--- src/rtl/cpu_req_queue.sv ---
// CPU request queue feeding the cache: buffers read/write/flush requests and
// runs one cache transaction at a time. Optional watchdog: CPU_REQ_QUEUE_TIMEOUT_EN.
module cpu_req_queue #(
    parameter int WIDTH_A        = 32,
    parameter int WIDTH_D        = 32,
    parameter int DEPTH          = 4,
    parameter int TIMEOUT_CYCLES = 1024
) (
    input  logic               clk,
    input  logic               rst,
    input  logic               req_valid,
    output logic               req_ready,
    input  logic [1:0]         req_op,
    input  logic [WIDTH_A-1:0] req_addr,
    input  logic [WIDTH_D-1:0] req_wdata,
    output logic               rsp_valid,
    input  logic               rsp_ready,
    output logic [1:0]         rsp_op,
    output logic [WIDTH_D-1:0] rsp_rdata,
    output logic               rsp_err,
    output logic [1:0]         cpu_request,
    output logic [WIDTH_A-1:0] cpu_addr,
    output logic [WIDTH_D-1:0] cpu_wdata,
    input  logic               cache_ready,
    input  logic               cache_complete,
    input  logic               flush_complete,
    input  logic [WIDTH_D-1:0] cpu_rdata
);

    localparam int PW = $clog2(DEPTH);

    localparam logic [1:0] OP_NONE  = 2'b00;
    localparam logic [1:0] OP_READ  = 2'b01;
    localparam logic [1:0] OP_FLUSH = 2'b11;

    typedef enum logic [1:0] {
        IDLE,
        ISSUE,
        WAIT,
        RESP
    } state_t;

    state_t state;

    logic [1:0]         op_mem    [DEPTH];
    logic [WIDTH_A-1:0] addr_mem  [DEPTH];
    logic [WIDTH_D-1:0] wdata_mem [DEPTH];

    logic [PW-1:0] wr_ptr;
    logic [PW-1:0] rd_ptr;
    logic [PW:0]   count;
    logic          full;
    logic          push;
    logic          pop;
    logic          queued;
    logic [1:0]    cur_op;
    logic          done;

    assign full      = (count == (PW+1)'(DEPTH));
    assign req_ready = !full;
    assign queued    = (count != '0);
    // Illegal op 00 completes the handshake but never occupies a slot.
    assign push      = req_valid && req_ready && (req_op != OP_NONE);
    assign pop       = (state == ISSUE) && cache_ready;

    always_ff @(posedge clk) begin
        if (push) begin
            op_mem[wr_ptr]    <= req_op;
            addr_mem[wr_ptr]  <= req_addr;
            wdata_mem[wr_ptr] <= req_wdata;
        end
    end

    always_ff @(posedge clk or posedge rst) begin
        if (rst) begin
            wr_ptr <= '0;
            rd_ptr <= '0;
            count  <= '0;
        end else begin
            if (push)
                wr_ptr <= wr_ptr + 1'b1;
            if (pop)
                rd_ptr <= rd_ptr + 1'b1;
            case ({push, pop})
                2'b10:   count <= count + 1'b1;
                2'b01:   count <= count - 1'b1;
                default: count <= count;
            endcase
        end
    end

    assign cpu_request = (state == ISSUE) ? op_mem[rd_ptr]    : OP_NONE;
    assign cpu_addr    = (state == ISSUE) ? addr_mem[rd_ptr]  : '0;
    assign cpu_wdata   = (state == ISSUE) ? wdata_mem[rd_ptr] : '0;

    // Only the completion pulse that matches the outstanding op counts.
    assign done = (cur_op == OP_FLUSH) ? flush_complete : cache_complete;

`ifdef CPU_REQ_QUEUE_TIMEOUT_EN
    localparam int TW = $clog2(TIMEOUT_CYCLES) + 1;

    logic [TW-1:0] tcnt;
    logic          rsp_err_q;

    assign rsp_err = rsp_err_q;
`else
    assign rsp_err = 1'b0;
`endif

    always_ff @(posedge clk or posedge rst) begin
        if (rst) begin
            state     <= IDLE;
            cur_op    <= OP_NONE;
            rsp_valid <= 1'b0;
            rsp_op    <= 2'b00;
            rsp_rdata <= '0;
`ifdef CPU_REQ_QUEUE_TIMEOUT_EN
            tcnt      <= '0;
            rsp_err_q <= 1'b0;
`endif
        end else begin
            case (state)
                IDLE: begin
                    if (queued)
                        state <= ISSUE;
                end
                ISSUE: begin
                    if (cache_ready) begin
                        cur_op <= op_mem[rd_ptr];
                        state  <= WAIT;
`ifdef CPU_REQ_QUEUE_TIMEOUT_EN
                        tcnt   <= '0;
`endif
                    end
                end
                WAIT: begin
                    if (done) begin
                        state     <= RESP;
                        rsp_valid <= 1'b1;
                        rsp_op    <= cur_op;
                        rsp_rdata <= (cur_op == OP_READ) ? cpu_rdata : '0;
`ifdef CPU_REQ_QUEUE_TIMEOUT_EN
                        rsp_err_q <= 1'b0;
                    end else if (tcnt == TW'(TIMEOUT_CYCLES - 1)) begin
                        state     <= RESP;
                        rsp_valid <= 1'b1;
                        rsp_op    <= cur_op;
                        rsp_rdata <= '0;
                        rsp_err_q <= 1'b1;
                    end else begin
                        tcnt <= tcnt + 1'b1;
`endif
                    end
                end
                RESP: begin
                    if (rsp_ready) begin
                        rsp_valid <= 1'b0;
                        state     <= queued ? ISSUE : IDLE;
                    end
                end
                default: state <= IDLE;
            endcase
        end
    end

endmodule

--- config.mk ---
export PLATFORM = sky130hd
export DESIGN_NAME = cpu_req_queue
export DESIGN_NICKNAME = d
export VERILOG_FILES = /design/src/rtl/cpu_req_queue.sv
export SDC_FILE = /design/constraint.sdc
export NUM_CORES = 1
export LEC_CHECK = 0
export CELL_PAD_IN_SITES_DETAIL_PLACEMENT = 0
export CELL_PAD_IN_SITES_GLOBAL_PLACEMENT = 1
export CORE_ASPECT_RATIO = 2
export CORE_MARGIN = 2
export CORE_UTILIZATION = 45
export DETAILED_ROUTE_END_ITERATION = 8
export PLACE_DENSITY = 0.91
export SETUP_SLACK_MARGIN = 0.02
export SYNTH_ARGS = -nofsm -noshare
export SYNTH_HDL_FRONTEND = slang
export SYNTH_SLANG_ARGS = --single-unit
--- constraint.sdc ---
create_clock -name clk -period 3.5 [get_ports clk]
set_clock_uncertainty 0.05 [all_clocks]
set_input_delay 0.7 -clock clk [delete_from_list [all_inputs] [get_ports clk]]
set_output_delay 0.7 -clock clk [all_outputs]
set_load 0.1 [all_outputs]
==> metrics.txt <==
outcome=finished, final reports clean; clock tree from TritonCTS=done; Die Height=235 um; CP max stage delay=0.82 ns; proportion of layout cells with a drive suffix above 1=23.9%; count of mapped cells out of synthesis=636; Crit path top cell by count=buf_12; maximum number of pins on one net before global-route repair=45; proportion of synthesized area in mux cells=13.0%; Global Route met3 Usage=2.54%; Hold Fails Final Rpt=0; most area-consuming cells after synthesis=edfxtp_1 66%, mux4_2 12%, dfrtp_1 9.6%, and2_1 3.6%, nand2_1 2.1%; Die ar.=28200 um^2; Post-DRT Antenna Nets=0; class of the worst hold path=reg -> reg; transition at the pin with the smallest max-transition slack=1.21 ns; number of global-route vias before repair=6696; Finish-stage setup viols=0; Residual DRC=0; busiest grt layer=met2; number of iterations in the first detailed-routing pass=4; net count after synthesis=752; cell-by-cell trace of the critical path=buf_12 > mux4_2 > and2_1 > buf_12; headroom to the max-slew limit=18.7%; clock slew at the register clock pins of the worst setup and hold paths=0.06 ns; arithmetic-cell share of the synthesized area counting full adders, half adders and majority gates=1.21%; initial core utilization=45.8%; dominant combinational cell family by area after synthesis=multiplexers; Worst EP required=2.75 ns; Area growth syn-to-layout=28.3%; final antenna diode count=0; total wirelength of the detailed-routed design=24300 um; critical-path cell with the highest stage delay=dfrtp_4; synth warn=0; number of top-level design ports=208; synth unique cells=33; compound-cell area share of the yosys netlist=1.93%; initial DRC count=276; Net count, final=972; setup tns final=0 ns; via count of the routed design=6262; clock latency at the later pin of the worst-skew pair=0.53 ns; count of buffers added by post-CTS timing repair for setup=0; post-synthesis sequential area ratio=75.4%; commonest non-fill, non-tap cell in the layout=edfxtp_1; setup repair after global routing missed its margin=false; placed wire-length estimate=16300 um; post-synthesis instance area=12000 um^2; number of max-slew violations in the final report=0; aggregate global routing overflow=0; buffer levels on the longest clock path=3; worst-case setup margin in the final layout=0.330 ns; met1 usage in global routing=19.4%; total routing resource utilization after global routing=17.6%; number of buffers inserted by hold repair at cts=0; root buffer cell=clkbuf_16; worst slack, placed=0.652 ns; final weighted congestion in routability-driven placement=0.760; type of element launching the critical path=flip-flop; element type at the critical path end=output pin; critical setup path kind=reg -> out; cell class contributing the biggest share of worst-path delay=flip-flops; number of antenna violations at the first check in global routing=0; CORE AREA=26300 um^2; xor/xnor share of the synthesized area=0.436%; wire length per cell=19.9 um; count of standard-cell rows=84; flip-flop and latch count after synthesis=310; largest driver fanout on the critical path=38; area fraction of the dominant cell type after synthesis=65.8%; highest clock frequency the design can meet=315 MHz; number of H-tree levels=1; Horiz. Die Dim=120 um; Synth Area per Inst=18.9 um^2; clock sinks=310; via density per instance=5.13; number of buffers and inverters on the critical path=2; hold_ws=0.430 ns; met2 usage in global routing=33.6%; Crit path arrival time=2.42 ns; Max-cap violations=0; most frequent cells in the layout=264 x edfxtp_1, 134 x clkdlybuf4s50_1, 71 x buf_4; port bufs=206; post-synthesis simple-gate area fraction=6.00%; post-cts sizing count=0; crit path time final=3.17 ns; cell taking the most area after synthesis=edfxtp_1; final clock period utilization by the worst path=90.6%; first-pass GRT wire length=37800 um; Num CTS Buffers=27
## state kept, by name, indices dropped and copies added (netlist names), 3 cells and up
| register | cells |
|---|---|
| addr_mem | 128 |
| wdata_mem | 128 |
| rsp_rdata | 32 |
| op_mem | 8 |
| count | 3 |
## tightest hold or removal path: cells and delay by family, from the launching register on
| kind | cells | cell delay [ns] |
|---|---|---|
| flops | 1 | 0.34 |
| compound gates | 1 | 0.06 |
| simple gates | 1 | 0.04 |
## per-stage QoR
step	area, um^2	util (%)	instances
final	15500	58.8	1220
after global routing	15500	58.8	1220
after CTS	15500	58.8	1220
after detailed placement	14600	55.5	1171
after global placement	14600	55.5	1171
after floorplan	12000	-	636
## layout make-up
| type | count | area [um^2] |
|---|---|---|
| Timing Repair Buffer | 225 | 2270 |
| Clock buffer | 37 | 733 |
| Clock inverter | 12 | 135 |
| Multi-Input combinational cell | 279 | 2750 |
| Sequential cell | 310 | 9090 |
| Tap cell | 344 | 430 |
| Inverter | 13 | 48.8 |
| Fill cell | 1919 | 10800 |
## cell families (layout without fill, tap and decap cells)
kind of cell,after synthesis,in the layout
multiplexers,73,73
flip-flops,310,310
AO/OA/AOI/OAI,44,44
other,1,1
XOR/XNOR,6,6
AND/OR/NAND/NOR,144,144
adder cells (fa/ha/maj),11,11
buffers and inverters,47,287
## routing by layer
| metal | vias to the layer above | routed length (um) |
|---|---|---|
| li1 | 2859 | - |
| met1 | 3174 | 8760 |
| met2 | 199 | 13800 |
| met3 | 30 | 1120 |
| met4 | 0 | 673 |
| met5 | - | 0 |
## cells in the mapped netlist
cell / number
a21boi_1: 1
a21oi_1: 3
a221o_1: 1
a31oi_1: 1
and2_1: 70
and3_1: 1
buf_1: 2
buf_12: 1
buf_2: 10
buf_4: 3
buf_6: 2
buf_8: 1
clkbuf_1: 15
conb_1: 1
dfrtp_1: 46
edfxtp_1: 264
fa_1: 1
ha_1: 10
inv_1: 13
mux2_1: 2
mux2_2: 4
mux2i_1: 1
mux4_2: 66
nand2_1: 68
nor2_1: 3
nor2b_1: 1
nor3_1: 1
o21ai_0: 12
o21ai_1: 24
o22ai_1: 1
o31ai_1: 1
xnor2_1: 4
xor2_1: 2
## path summary, 6_finish.rpt
path	start	end	slack, ns	cells past startpoint
setup / recovery	rd_ptr[1]	cpu_addr[0]	0.33	4
hold / removal	rsp_rdata[17]	rsp_rdata[17]	0.43	2
setup reg to reg	state[1]	count[2]	0.93	10
hold reg to reg	rsp_rdata[17]	rsp_rdata[17]	0.43	2
max in group asynchronous	rst	rsp_rdata[1]	2.10	3
min in group asynchronous	rst	rsp_rdata[7]	0.58	2
Power is left out: the tool's default activity adds up to more than one toggle a clock period on the data nets, which glitch-free logic cannot reach.
